## config.mk

```make
export PLATFORM = sky130hd
export DESIGN_NAME = rx_ser
export DESIGN_NICKNAME = d
export VERILOG_FILES = /design/src/rtl/cdbus_pkg.sv /design/src/rtl/crc16_serial.sv /design/src/rtl/rx_ser.sv
export SDC_FILE = /design/constraint.sdc
export NUM_CORES = 1
export LEC_CHECK = 0
export ABC_AREA = 1
export CORE_ASPECT_RATIO = 1.25
export CORE_MARGIN = 2
export CORE_UTILIZATION = 60
export CTS_CLUSTER_DIAMETER = 40
export DETAILED_ROUTE_END_ITERATION = 6
export HOLD_SLACK_MARGIN = 0.02
export PLACE_DENSITY = 0.81
export SYNTH_ARGS = -nofsm -noshare
export SYNTH_HDL_FRONTEND = slang
export SYNTH_SLANG_ARGS = --single-unit
export TNS_END_PERCENT = 100
```

## constraint.sdc

```tcl
create_clock -name clk -period 3.01 [get_ports clk]
set_input_delay 0.4515 -clock clk [delete_from_list [all_inputs] [get_ports clk]]
set_output_delay 0.4515 -clock clk [all_outputs]
set_load 0.02 [all_outputs]
```

## src/rtl/cdbus_pkg.sv

```systemverilog
// Shared CDBUS receive-path definitions: CRC-16/MODBUS constants, receiver states, CRC step.
// Latency: none (declarations only).
// Backpressure: none.
package cdbus_pkg;

   localparam logic [15:0] CRC16_POLY = 16'hA001;
   localparam logic [15:0] CRC16_INIT = 16'hFFFF;

   typedef enum logic [2:0] {
      WAIT_IDLE = 3'd0,
      HUNT      = 3'd1,
      START     = 3'd2,
      DATA      = 3'd3,
      STOP      = 3'd4
   } rx_state_t;

   // One reflected CRC-16 step for a single serial bit (LSB-first order).
   function automatic logic [15:0] crc16_step(input logic [15:0] crc, input logic b);
      crc16_step = (crc >> 1) ^ ((crc[0] ^ b) ? CRC16_POLY : 16'h0000);
   endfunction

endpackage

```

## src/rtl/crc16_serial.sv

```systemverilog
// Bit-serial CRC-16/MODBUS register, one data bit per enabled cycle.
// Latency: crc reflects a bit one cycle after en.
// Backpressure: none; clr has priority over en.
module crc16_serial
   import cdbus_pkg::*;
(
   input  logic        clk,
   input  logic        reset_n,
   input  logic        clr,
   input  logic        en,
   input  logic        bit_val,
   output logic [15:0] crc
);

   // Shift one bit into the CRC, or restart the frame CRC on clr.
   always_ff @(posedge clk or negedge reset_n) begin
      if (!reset_n) begin
         crc <= CRC16_INIT;
      end else if (clr) begin
         crc <= CRC16_INIT;
      end else if (en) begin
         crc <= crc16_step(crc, bit_val);
      end
   end

endmodule

```

## src/rtl/rx_ser.sv

```systemverilog
// CDBUS serial receive front end: sync rx, recover 8N1 bytes, running CRC, bus-idle detect.
// Latency: data_clk one cycle after the mid-stop-bit sample; start edge seen 2 clk after rx falls.
// Backpressure: none; data_clk is a one-cycle strobe the consumer must take.
module rx_ser
   import cdbus_pkg::*;
#(
   parameter int DIV_W    = 16,
   parameter int IDLE_LEN = 10
) (
   input  logic             clk,
   input  logic             reset_n,
   input  logic             rx,
   input  logic [DIV_W-1:0] div_ls,
   input  logic [DIV_W-1:0] div_hs,
   input  logic             wait_bus_idle,
   output logic             bus_idle,
   output logic [7:0]       data,
   output logic [15:0]      crc_data,
   output logic             data_clk,
   output logic             error
);

   localparam int IB_W = $clog2(IDLE_LEN + 1);

   rx_state_t        state;
   logic             rx_s1, rx_s2, rx_prev;
   logic [DIV_W-1:0] phase;
   logic [DIV_W-1:0] idle_cnt;
   logic [IB_W-1:0]  idle_bits;
   logic [2:0]       bit_cnt;
   logic [7:0]       shreg;
   logic [3:0]       byte_idx;
   logic             was_idle;
   logic [15:0]      crc_shadow;

   logic             fall;
   logic             abort;
   logic             idle_run;
   logic             idle_expire;
   logic             frame_init;
   logic             crc_en;
   logic [DIV_W-1:0] rate_div;

   // Arbitration byte at the low rate, the rest of the frame at the high rate.
   assign rate_div    = (byte_idx == 4'd0) ? div_ls : div_hs;
   assign fall        = rx_prev & ~rx_s2;
   // A wait request while already idle has nothing to abandon.
   assign abort       = wait_bus_idle & ~bus_idle;
   // Idle timing runs while waiting for idle, or between bytes of a live frame.
   assign idle_run    = (state == WAIT_IDLE) || ((state == HUNT) && !bus_idle);
   assign idle_expire = idle_run && rx_s2 && (idle_cnt >= div_ls)
                        && (idle_bits == IB_W'(IDLE_LEN - 1));
   assign frame_init  = idle_expire & ~abort;
   assign crc_en      = (state == DATA) && (phase == '0) && !abort;

   // Two-flop synchroniser plus one delayed copy for falling-edge detection.
   always_ff @(posedge clk or negedge reset_n) begin
      if (!reset_n) begin
         rx_s1   <= 1'b1;
         rx_s2   <= 1'b1;
         rx_prev <= 1'b1;
      end else begin
         rx_s1   <= rx;
         rx_s2   <= rx_s1;
         rx_prev <= rx_s2;
      end
   end

   // Count full low-rate bit periods of continuous rx high.
   always_ff @(posedge clk or negedge reset_n) begin
      if (!reset_n) begin
         idle_cnt  <= '0;
         idle_bits <= '0;
      end else if (abort || !idle_run || !rx_s2 || idle_expire) begin
         idle_cnt  <= '0;
         idle_bits <= '0;
      end else if (idle_cnt >= div_ls) begin
         idle_cnt  <= '0;
         idle_bits <= idle_bits + 1'b1;
      end else begin
         idle_cnt  <= idle_cnt + 1'b1;
      end
   end

   crc16_serial u_crc (
      .clk     (clk),
      .reset_n (reset_n),
      .clr     (frame_init),
      .en      (crc_en),
      .bit_val (rx_s2),
      .crc     (crc_shadow)
   );

   // Receiver FSM with registered byte, CRC, idle and strobe outputs.
   always_ff @(posedge clk or negedge reset_n) begin
      if (!reset_n) begin
         state    <= WAIT_IDLE;
         bus_idle <= 1'b0;
         data     <= 8'h00;
         crc_data <= CRC16_INIT;
         data_clk <= 1'b0;
         error    <= 1'b0;
         phase    <= '0;
         bit_cnt  <= '0;
         shreg    <= '0;
         byte_idx <= '0;
         was_idle <= 1'b0;
      end else begin
         data_clk <= 1'b0;
         error    <= 1'b0;
         if (abort) begin
            // Abandon any partial byte; only a fresh idle period re-arms the receiver.
            state   <= WAIT_IDLE;
            bit_cnt <= '0;
         end else if (idle_expire) begin
            bus_idle <= 1'b1;
            crc_data <= CRC16_INIT;
            byte_idx <= '0;
            state    <= HUNT;
         end else begin
            case (state)
               WAIT_IDLE: begin
                  state <= WAIT_IDLE;
               end
               HUNT: begin
                  if (fall) begin
                     was_idle <= bus_idle;
                     bus_idle <= 1'b0;
                     phase    <= rate_div >> 1;
                     state    <= START;
                  end
               end
               START: begin
                  if (phase == '0) begin
                     if (!rx_s2) begin
                        phase   <= rate_div;
                        bit_cnt <= '0;
                        state   <= DATA;
                     end else begin
                        // Glitch: a short low pulse must not end an idle period.
                        bus_idle <= was_idle;
                        state    <= HUNT;
                     end
                  end else begin
                     phase <= phase - 1'b1;
                  end
               end
               DATA: begin
                  if (phase == '0) begin
                     shreg <= {rx_s2, shreg[7:1]};
                     phase <= rate_div;
                     if (bit_cnt == 3'd7) begin
                        state <= STOP;
                     end else begin
                        bit_cnt <= bit_cnt + 3'd1;
                     end
                  end else begin
                     phase <= phase - 1'b1;
                  end
               end
               STOP: begin
                  if (phase == '0) begin
                     if (rx_s2) begin
                        data_clk <= 1'b1;
                        data     <= shreg;
                        crc_data <= crc_shadow;
                        if (byte_idx != 4'hF) begin
                           byte_idx <= byte_idx + 4'd1;
                        end
                        state <= HUNT;
                     end else begin
                        error <= 1'b1;
                        state <= WAIT_IDLE;
                     end
                  end else begin
                     phase <= phase - 1'b1;
                  end
               end
               default: state <= WAIT_IDLE;
            endcase
         end
      end
   end

endmodule

```

## Word level (Yosys, flattened, before mapping)

Index checks and enable logic that the tools add are counted.

- Register bits after elaboration: 101
- Output and inout port bits: 27
- Word-level logic and storage cells: 145

- Reduce and logical (&&, ||, !) cells: 35
- Order comparisons: 1
- Bitwise logic cells: 9
- Add/sub/neg operators: 5
- Eq/ne operators: 23
- Multiplexer cells: 55

Operators with widths:

| cell | count |
|---|---|
| 2-to-1 mux 16 bit | 15 |
| one-hot mux 16 bit (4 select lines) | 1 |
| 2-to-1 mux 3 bit | 13 |
| 2-to-1 mux 4 bit | 7 |
| inequality test 3 bit (second input constant) | 7 |
| AND reduction 5 bit | 4 |
| adder 16 x 1 -> 16 bit (second input constant) | 1 |
| greater-or-equal comparator 16 bit | 1 |
| zero test 16 bit | 1 |
| inequality test 4 bit (second input constant) | 4 |
| subtractor 16 x 1 -> 16 bit (second input constant) | 1 |
| XOR 15 x 16 -> 16 bit | 1 |
| 2-to-1 mux 1 bit | 15 |
| one-hot mux 3 bit (4 select lines) | 1 |
| AND reduction 4 bit | 3 |
| AND reduction 6 bit | 2 |
| nonzero test 2 bit | 6 |
| adder 4 x 1 -> 4 bit (second input constant) | 2 |
| inequality test 4 x 3 -> 1 bit (second input constant) | 2 |
| equality test 3 x 2 -> 1 bit (second input constant) | 2 |
| equality test 3 bit (second input constant) | 2 |
| logical AND 1 bit | 6 |
| inequality test 2 bit (second input constant) | 3 |
| one-hot mux 3 bit (2 select lines) | 1 |
| other kinds (15) | 27 |

## Logic depth before layout (Yosys ltp)

- Depth after elaboration: 8
- Mapped depth: 17
- Mapped depth without buffers: 16

## Hierarchy

Synthesis repeated with hierarchy kept, for this count alone.

- Cells, all modules: 805
- Area total of the unflattened synthesis: 6198.4 um2

Modules (own cells, without submodules):

| module | seq. area each (um2) | times used | cells each | area an instance (um2) |
|---|---|---|---|---|
| rx_ser | 2150.8 | 1 | 737 | 5450.2 |
| crc16_serial | 420.4 | 1 | 68 | 748.2 |

## Least setup slack after synthesis

OpenSTA, ideal clock, no wires.

- Path type: input port to flip-flop
- Start: input port div_ls[7]
- End: register phase[7]
- Stages on the path: 16
- Slack: 977 ps
- Arrival: 1917 ps
- Cell sequence: inv_1 > ha_1 > nand2_1 > inv_1 > nand2_1 > nand2_1 > nor2_1 > nand2_1 > nand2_1 > nand2_1 > buf_2 > a21oi_1 > nand2_2 > buf_2 > nand2_1 > nand2_1

- Word-level cells in the longest chain between the ends: 5

Ends and longest elaborated chain:

| item | RTL line | text |
|---|---|---|
| start, declared | rx_ser.sv:13 | `input logic [DIV_W-1:0] div_ls,` |
| greater-or-equal comparator 16 bit | rx_ser.sv:51 | `assign idle_expire = idle_run && rx_s2 && (idle_cnt >= div_ls)` |
| logical AND 1 bit | rx_ser.sv:51 |  |
| logical AND 1 bit | rx_ser.sv:52 | `&& (idle_bits == IB_W'(IDLE_LEN - 1));` |
| inverter 1 bit (no line) | -- |  |
| AND reduction 6 bit (no line) | -- |  |
| end signal, assigned | rx_ser.sv:129 | `phase <= rate_div >> 1;` |
| end signal, assigned | rx_ser.sv:136 | `phase <= rate_div;` |
| end signal, assigned | rx_ser.sv:145 | `phase <= phase - 1'b1;` |
| end, declared | rx_ser.sv:27 | `logic [DIV_W-1:0] phase;` |

Parallel ways exist; a longest one is shown, timed or not. The select of a mux whose other input is x is not followed.
A chain may end at the register's enable or synchronous reset.

## Final worst setup path

- Start: register phase[0]
- End: register byte_idx[3]

- Word-level cells in the longest chain between the ends: 3

Ends and longest elaborated chain:

| item | RTL line | text |
|---|---|---|
| zero test 16 bit | rx_ser.sv:162 | `if (phase == '0) begin` |
| nonzero test 2 bit (no line) | -- |  |
| AND reduction 5 bit (no line) | -- |  |
| end signal, assigned | rx_ser.sv:168 | `byte_idx <= byte_idx + 4'd1;` |
| end, declared | rx_ser.sv:32 | `logic [3:0] byte_idx;` |

Every way passes these cells.

==> run metrics <==
First DRT Iteration DRCs=328; fin worst setup slack=0.526 ns; Max IR drop VDD=about 0.29 mV; worst r2r src=phase[0]; Post-Place Cell Area=between 6000 and 7000 µm²; fmax=approximately 0.40 GHz; placed instance count=1010; Worst Clk Skew=between 0.01 and 0.015 ns; root cell of the clock tree=clkbuf_16; Reg2Reg Depth=11; Distinct cells, synth=36; Setup violations, final=0; sequential fraction of the synthesis area=42.5%; Post-Layout Inst Area=7170 µm²; WL final=15100 µm; Hold Path Class=in2async; WHS=0.106 ns; Synth Register Bits=101; total global-route track usage=about 30%; worst slack at placement=0.305 ns; vias in the first global route=5647; Clock Path Buffers=2; P per Cell Area=between 300 and 400 nW/µm²; Final Max Slew Viols=0; Critical Path Fanout Max=20; Synth Instances=roughly 830; unrepaired setup endpoints after global routing=no; Main synth FF type=dfrtp_1; Slew headroom=41.7%; syn_area_per_cell=7.27 µm²; initial core utilization=60.8%; die width=93.8 µm; layout cells sized above 1=a little under a tenth; TNS Setup=0 ns; die height=116 µm; slew of the pin with the lowest slew margin=about 0.87 ns; core area=roughly 10000 µm²; worst skew pair latency=approximately 0.35 ns; DP HPWL=10700 µm; via count=5556; CTS tree=done; global-route wire length before repair=approximately 26000 µm; Via density=5.42; CTS resizes=0; Setup CP Type=reg2reg; die footprint=10900 µm²; synth-to-layout area growth=18.5%; CTS H-Tree Depth=3; clock slew at reported path FFs=0.07 ns; post-CTS setup buffers=0; grt total ovfl=0; syn_nets=892; final antenna-violating net count=0; cts hold-fix bufs=0; port buffer count=62; GPL Wtd Cong=a little under 0.9; period utilization=82.5%; site row count=41; initial antenna violation count=0; max cap viols=0; final std cells w/o fill=1026; nets=around 950; largest net degree at the start of global routing=59; Final Hold Viols=0; filler cell count in the final layout=785; CP startpoint kind=flop; drt pass-1 iters=5; Setup crit end kind=flop; Ys Warns=0; Critical Path AT=2.77 ns; Post-synth EDFFs=0; area of the multi-input gates=2960 µm²; Reg area=around 2600 µm²; number of top-level pins=63; reg2reg end=byte_idx[3]; synthesized cell area=just over 6000 µm²; r2r setup slk=0.53 ns; Avg WL per Cell=~15 µm; Ant. Diodes=0; LEAKAGE=3.40 nW; Tmin final=approximately 2.5 ns; CTS Sinks=101; outcome=complete, no violations; # DRC=0; Critical Path RT=3.30 ns; ys async rst share=100%; CTS buffer count=9
==> cell families after synthesis <==
family | share of synthesized area [%]
buf+inv | 8.56
fa+ha+maj | 4.96
simple gates | 31.6
xor+xnor | 2.75
flops | 42.5
compound gates | 9.68
==> Yosys cell counts (2+ instances only) <==
cell        n  share of area, %
o21ai_0    27               2.2
dfstp_2    35                15
buf_2       9              0.74
nor2_1     78               4.8
buf_4       2              0.25
nand3_1    71               5.9
or2_2       5              0.52
nor2_2      3              0.31
xnor2_1     6              0.87
nand4_1     8              0.83
clkbuf_1   14              0.87
nor3_1      8              0.66
a21oi_1    30               2.5
ha_1       24               5.0
nand2_1   274                17
inv_2       4              0.25
nand2_2     2              0.21
xor2_1     13               1.9
o211ai_1   30               3.7
buf_1       2              0.12
nor2_4      3              0.56
dfrtp_1    66                27
a21o_1      2              0.25
inv_1     102               6.3
o22ai_1     3              0.31
==> cell type report <==
type	count	share of cell area, %
clock inverters	7	1.66
flip-flops and latches	101	35.9
well taps	129	2.25
inverters	106	5.55
multi-input cells	598	41.3
repair buffers	76	10.3
clock buffers	9	3.14
==> worst max-delay path, cell delays in order, from the launching register on <==
cell and delay [ns]:
dfrtp_1 0.43, inv_1 0.11, ha_1 0.21, nand2_2 0.14, nor2_4 0.19, nand4_1 0.14
nor2_2 0.25, nand3_1 0.32, nand2_1 0.20, buf_4 0.26, nand3_1 0.10, nand2_1 0.09
==> cells in the final DEF, fill, tap and decap left out, types with 2 or more instances in the layout <==
master             n
a21o_1             2
a21oi_1           30
buf_4             14
bufinv_16          2
clkbuf_16          9
clkdlybuf4s50_1   61
clkinv_8           2
dfrtp_1           66
dfstp_2           35
ha_1              24
inv_1            102
inv_2              4
inv_6              2
nand2_1          274
nand2_2            2
nand3_1           71
nand4_1            8
nor2_1            78
nor2_2             3
nor2_4             3
nor3_1             8
o211ai_1          30
o21ai_0           27
o22ai_1            3
or2_2              5
xnor2_1            6
xor2_1            13
==> power breakdown <==
group / internal (mW) / leakage (nW) / total [mW] / switching [mW]
logic: 0.0713 / 2.04 / 0.158 / 0.0864
clock network: 0.751 / 0.166 / 1.32 / 0.565
registers: 1.37 / 1.19 / 1.37 / 0.00590
total: 2.19 / 3.40 / 2.84 / 0.657
==> stage by stage <==
step | power [mW] | util [%]
2_1_floorplan | 1.45 | -
3_5_place_dp | 1.55 | 68.6
5_1_grt | 2.93 | 72.1
3_3_place_gp | 1.55 | 68.6
4_1_cts | 2.86 | 72.1
6_report | 2.84 | 72.1
==> how the worst max path moves through the flow <==
stage                         start  cells past startpoint     endpoint
after floorplan           div_ls[7]                     16     phase[7]
after global placement    div_ls[7]                     16     phase[7]
after detailed placement  div_ls[9]                     11  idle_cnt[3]
after CTS                  phase[0]                     11  byte_idx[3]
after global routing       phase[0]                     11  byte_idx[2]
final                      phase[0]                     11  byte_idx[3]
==> state kept, by name, indices dropped and copies added (netlist names), 3 cells and up <==
signal	cells
idle_bits	4
u_crc.crc	16
shreg	8
state	3
crc_data	16
idle_cnt	16
byte_idx	4
bit_cnt	3
phase	16
data	8
==> per-layer routing <==
layer	vias up	routed length, µm	track usage [%]
li1	2772	-	-
met1	2569	6290	35.4
met2	190	7660	53.8
met3	25	836	4.58
met4	0	332	11.0
met5	-	0	0
(Power assumes the default switching activity.)
